File: src/rtl/arbitro_pkg.sv
// Shared types and the round-robin search used by the 4-input arbiter.
// Pure declarations: no state, no latency, no flow control.
package arbitro_pkg;

  localparam int N_SOLICITANTES = 4;

  typedef logic [1:0] indice_t;

  typedef enum logic {LIBRE, CONCEDIDO} estado_t;

  typedef struct packed {
    logic    encontrado;
    indice_t indice;
  } busqueda_t;

  // Walks from the highest offset down so the offset closest to puntero is written last and wins.
  function automatic busqueda_t buscar_rr(input logic [N_SOLICITANTES-1:0] solicitudes,
                                          input indice_t puntero);
    busqueda_t res;
    indice_t   idx;
    res = '0;
    for (int i = N_SOLICITANTES - 1; i >= 0; i--) begin
      idx = puntero + indice_t'(i);
      if (solicitudes[idx]) begin
        res.encontrado = 1'b1;
        res.indice     = idx;
      end
    end
    return res;
  endfunction

endpackage

File: src/rtl/mux_4_1.sv
// Four-way datapath multiplexer for the shared bus.
// Combinational, zero latency; no flow control.
module mux_4_1 #(
  parameter int ANCHO = 8
) (
  input  logic [1:0]       sel,
  input  logic [ANCHO-1:0] in0,
  input  logic [ANCHO-1:0] in1,
  input  logic [ANCHO-1:0] in2,
  input  logic [ANCHO-1:0] in3,
  output logic [ANCHO-1:0] out
);

  always_comb begin
    out = in0;
    unique case (sel)
      2'd0: out = in0;
      2'd1: out = in1;
      2'd2: out = in2;
      2'd3: out = in3;
    endcase
  end

endmodule

File: src/rtl/arbitro_4_1.sv
// Round-robin 4:1 bus arbiter with hold-until-release ownership; ARBITRO_TIMEOUT_EN adds grant revocation.
// Grant 1 edge after request, handoff 1 edge after release; requesters wait while another owns the bus.
module arbitro_4_1
  import arbitro_pkg::*;
#(
  parameter int ANCHO      = 8,
  parameter int MAX_CICLOS = 16
) (
  input  logic                      clk_i,
  input  logic                      rst_n_i,
  input  logic [N_SOLICITANTES-1:0] solicitud_i,
  input  logic [ANCHO-1:0]          entrada0_i,
  input  logic [ANCHO-1:0]          entrada1_i,
  input  logic [ANCHO-1:0]          entrada2_i,
  input  logic [ANCHO-1:0]          entrada3_i,
  output logic [N_SOLICITANTES-1:0] concesion_o,
  output indice_t                   seleccion_o,
  output logic                      valido_o,
  output logic [ANCHO-1:0]          datos_o,
  output logic                      timeout_o
);

  localparam logic [N_SOLICITANTES-1:0] UNO = 4'b0001;

  if (MAX_CICLOS < 2 || MAX_CICLOS > 255) begin : g_rango
    $error("arbitro_4_1: MAX_CICLOS must lie in 2..255");
  end

  estado_t                   estado;
  indice_t                   puntero;
  indice_t                   siguiente;
  logic                      pide_dueno;
  logic                      revocar;
  logic                      liberar;
  logic [N_SOLICITANTES-1:0] elegibles;
  logic [N_SOLICITANTES-1:0] candidatos;
  busqueda_t                 gana_libre;
  busqueda_t                 gana_relevo;
  logic [ANCHO-1:0]          dato_mux;

`ifdef ARBITRO_TIMEOUT_EN
  localparam int CW = $clog2(MAX_CICLOS + 1);

  logic [CW-1:0]             contador;
  logic [N_SOLICITANTES-1:0] mascara;
  logic                      timeout_q;

  assign elegibles = solicitud_i & ~mascara;
  assign revocar   = (estado == CONCEDIDO) && pide_dueno && (contador == CW'(MAX_CICLOS));
  assign timeout_o = timeout_q;
`else
  assign elegibles = solicitud_i;
  assign revocar   = 1'b0;
  assign timeout_o = 1'b0;
`endif

  assign pide_dueno = solicitud_i[seleccion_o];
  assign siguiente  = seleccion_o + 2'd1;
  assign liberar    = !pide_dueno || revocar;
  // The outgoing owner is excluded so it cannot win its own re-arbitration.
  assign candidatos  = elegibles & ~(UNO << seleccion_o);
  assign gana_libre  = buscar_rr(elegibles, puntero);
  assign gana_relevo = buscar_rr(candidatos, siguiente);

  always_ff @(posedge clk_i or negedge rst_n_i) begin
    if (!rst_n_i) begin
      estado      <= LIBRE;
      puntero     <= '0;
      seleccion_o <= '0;
      concesion_o <= '0;
      valido_o    <= 1'b0;
`ifdef ARBITRO_TIMEOUT_EN
      contador    <= '0;
      mascara     <= '0;
      timeout_q   <= 1'b0;
`endif
    end else begin
`ifdef ARBITRO_TIMEOUT_EN
      timeout_q <= revocar;
      // A masked requester becomes eligible again once it has been seen low.
      mascara   <= (mascara & solicitud_i) | (revocar ? (UNO << seleccion_o) : '0);
`endif
      unique case (estado)
        LIBRE: begin
          if (gana_libre.encontrado) begin
            estado      <= CONCEDIDO;
            seleccion_o <= gana_libre.indice;
            concesion_o <= UNO << gana_libre.indice;
            valido_o    <= 1'b1;
`ifdef ARBITRO_TIMEOUT_EN
            contador    <= CW'(1);
`endif
          end else begin
            concesion_o <= '0;
            valido_o    <= 1'b0;
          end
        end
        CONCEDIDO: begin
          if (liberar) begin
            puntero <= siguiente;
            if (gana_relevo.encontrado) begin
              seleccion_o <= gana_relevo.indice;
              concesion_o <= UNO << gana_relevo.indice;
              valido_o    <= 1'b1;
`ifdef ARBITRO_TIMEOUT_EN
              contador    <= CW'(1);
`endif
            end else begin
              estado      <= LIBRE;
              concesion_o <= '0;
              valido_o    <= 1'b0;
            end
          end else begin
`ifdef ARBITRO_TIMEOUT_EN
            contador <= contador + CW'(1);
`endif
          end
        end
      endcase
    end
  end

  mux_4_1 #(.ANCHO(ANCHO)) u_mux (
    .sel (seleccion_o),
    .in0 (entrada0_i),
    .in1 (entrada1_i),
    .in2 (entrada2_i),
    .in3 (entrada3_i),
    .out (dato_mux)
  );

  assign datos_o = valido_o ? dato_mux : '0;

endmodule
File: config.mk
export PLATFORM = sky130hd
export DESIGN_NAME = arbitro_4_1
export DESIGN_NICKNAME = d
export VERILOG_FILES = /design/src/rtl/arbitro_pkg.sv /design/src/rtl/mux_4_1.sv /design/src/rtl/arbitro_4_1.sv
export SDC_FILE = /design/constraint.sdc
export NUM_CORES = 1
export LEC_CHECK = 0
export CAP_MARGIN = 0
export CORE_ASPECT_RATIO = 0.9
export CORE_MARGIN = 2
export CORE_UTILIZATION = 43
export DETAILED_ROUTE_END_ITERATION = 16
export PLACE_DENSITY = 0.85
export SYNTH_ARGS = -nofsm -noshare
export SYNTH_HDL_FRONTEND = slang
export SYNTH_SLANG_ARGS = --single-unit
File: constraint.sdc
create_clock -name clk_i -period 3.8 [get_ports clk_i]
set_clock_uncertainty 0.2 [all_clocks]
set_input_delay 0.76 -clock clk_i [delete_from_list [all_inputs] [get_ports clk_i]]
set_output_delay 0.76 -clock clk_i [all_outputs]
set_load 0.02 [all_outputs]
==> impl_metrics.json <==
{
  "grt_overflow": 0,
  "vias_per_cell": 5.93,
  "area_delta_synth_final_pct": 51.6,
  "end_kind": "primary output",
  "hold_ws_ns": 0.303,
  "ir_drop_v": 0.000502,
  "min_period_ns": 3.37,
  "min_path_type": "reg -> reg",
  "drtIter0Drc": 94,
  "clk_pin_slew_worst_paths_ns": 0.08,
  "r2r_start": "seleccion_o[1]$_DFFE_PN0P_",
  "tritoncts": "built",
  "pin_count": 54,
  "ys_seq_area_frac": 0.240,
  "dp_hpwl_mm": 2.41,
  "clockBufferDepth": 2,
  "post_cts_buffers": 0,
  "maxCapViolations": 0,
  "grt_usage": 0.231,
  "cp_max_fo": 15,
  "synthFlopType": "dfrtp_1",
  "power_leakage_nw": 0.625,
  "ant_nets": 0,
  "worst_ep_arrival_time_ns": 2.41,
  "critPathKind": "reg -> out",
  "cts_sinks": 10,
  "grt_max_degree": 19,
  "async_flop_share": 1.00,
  "min_from": "concesion_o[1]$_DFFE_PN0P_",
  "fin_tns_setup_ns": 0,
  "num_vias": 1186,
  "drc": 0,
  "die_width_um": 55.9,
  "dieArea_sq_mm": 0.00283,
  "dr.pass1.iters": 5,
  "ff2ff_path_depth": 7,
  "synth_area_sq_mm": 0.00104,
  "rsz0062_at_grt": "false",
  "num_rows": 16,
  "antenna_cells": 0,
  "finalPower_mw": 1.24,
  "fmax_mhz": 297,
  "hold_end": "concesion_o[1]$_DFFE_PN0P_",
  "wl_per_cell_um": 16.1,
  "core_area_sq_mm": 0.00224,
  "worst_ep_required_time_ns": 2.84,
  "routed_wl_mm": 3.22,
  "whs_path_depth": 2,
  "status": "complete, no violations",
  "die_h_um": 50.7,
  "setup_viol": 0,
  "powerDensity_mw_per_mm2": 785,
  "grt_pass1_vias": 1136,
  "grt_antenna_before_repair": 0,
  "start_util": 0.465,
  "postSynthCellCount": 127,
  "r2r-end": "concesion_o[3]$_DFFE_PN0P_",
  "clkLatencyLatePin_ns": 0.28,
  "synth_nets": 169,
  "startpoint_type": "register",
  "nets": 216,
  "ys_types": 47,
  "crit_start": "seleccion_o[0]$_DFFE_PN0P_",
  "port_buffers": 52,
  "cts_resized": 0,
  "layout-drive-gt1-share": 0.0694,
  "cts_buffers": 3,
  "slew_viol_final": 0,
  "root_buffer": "clkbuf_4",
  "grt_pass1_wl_mm": 5.18,
  "hold_buffers": 0,
  "ys_seq_elements": 10,
  "min_period_over_period": 0.886,
  "finalHoldViolCount": 0,
  "rrSetupSlack_ns": 1.26,
  "relSlewSlack": 0.631,
  "synth_warnings": 0,
  "gp_congestion": 0.893,
  "h-tree-depth": 1,
  "worst_pin_slew_ns": 0.552,
  "avgSynthCellArea_sq_um": 8.21,
  "synth-edff-count": 0
}
[flip-flops by register name, indices dropped and copies added, names as in the netlist]
signal,flops
valido_o,1
puntero,2
seleccion_o,2
estado,1
concesion_o,4
[critical path, cell delays in order, from the launching register on]
cell and delay (ns):
dfrtp_1 0.38, buf_4 0.19, ha_1 0.36, a222oi_1 0.39, o21ai_0 0.11, and2_1 0.17
clkdlybuf4s50_1 0.53
[Yosys cell counts, types with 2 or more instances]
cell type  number  area share
nor2b_1         2       0.012
inv_1           6       0.022
ha_1            4       0.048
o21ai_0         9       0.043
mux2i_1         2       0.019
nand3b_1        3       0.022
nand3_1         4       0.019
a222oi_1        8       0.077
clkbuf_1        3       0.011
dfrtp_1        10        0.24
a21oi_1         4       0.019
o211ai_1        2       0.014
nand2_1        18       0.065
nand2b_1        4       0.024
buf_2           6       0.029
and2_1          8       0.048
nor3_1          3       0.014
a21o_1          2       0.014
[per-stage QoR]
stage / area, sq um / util / cells / setup slack [ns]
after floorplan: 1040 / - / 127 / 1.04
after global placement: 1540 / 0.689 / 196 / 0.538
after detailed placement: 1540 / 0.689 / 196 / 0.501
after CTS: 1580 / 0.705 / 200 / 0.450
after global routing: 1580 / 0.705 / 200 / 0.246
final: 1580 / 0.705 / 200 / 0.432
[cells in the final DEF, fill, tap and decap left out, types with 4 or more instances in the layout]
cell             count
a21oi_1              4
a222oi_1             8
and2_1               8
clkdlybuf4s50_1     52
dfrtp_1             10
ha_1                 4
inv_1                6
nand2_1             18
nand2b_1             4
nand3_1              4
o21ai_0              9
[cell type report]
cell class                 instances  area (sq um)
clock buffer                       4          36.3
fill                             188           662
inverter                           6          22.5
multi-input combinational        100           709
sequential                        10           250
tap                               27          33.8
timing repair buffer              53           528
[how the worst max path moves through the flow]
stage | endpoint | slack [ns] | depth (start not counted)
global route | datos_o[0] | 0.25 | 6
CTS | datos_o[6] | 0.45 | 6
global placement | datos_o[7] | 0.54 | 5
floorplan | datos_o[0] | 1.04 | 7
detailed placement | datos_o[6] | 0.50 | 5
finish | datos_o[6] | 0.43 | 6
[logic make-up (layout without fill, tap and decap cells)]
logic type | Yosys count | count (layout) | synth area share
other | 1 | 1 | 0.00360
DFF | 10 | 10 | 0.240
AOI/OAI and AO/OA | 40 | 40 | 0.305
and+or+nand+nor | 50 | 50 | 0.262
muxes | 5 | 5 | 0.0624
adders and majority gates | 4 | 4 | 0.0480
buffers and inverters | 17 | 63 | 0.0792
[routing by layer]
metal  GRT usage  share of wire  up-vias
met5           0              0        -
met4      0.0794          0.019        0
met3      0.0515           0.12        7
met2       0.393           0.45       71
met1       0.289           0.41      539
li1            -              -      569
[where the power goes]
| group | leakage, nW | total (mW) | internal [mW] | switching (mW) |
|---|---|---|---|---|
| clock | 0.0210 | 0.0996 | 0.0583 | 0.0413 |
| sequential | 0.118 | 0.209 | 0.156 | 0.0523 |
| combinational | 0.485 | 0.932 | 0.445 | 0.487 |
(Power assumes the default switching activity.)
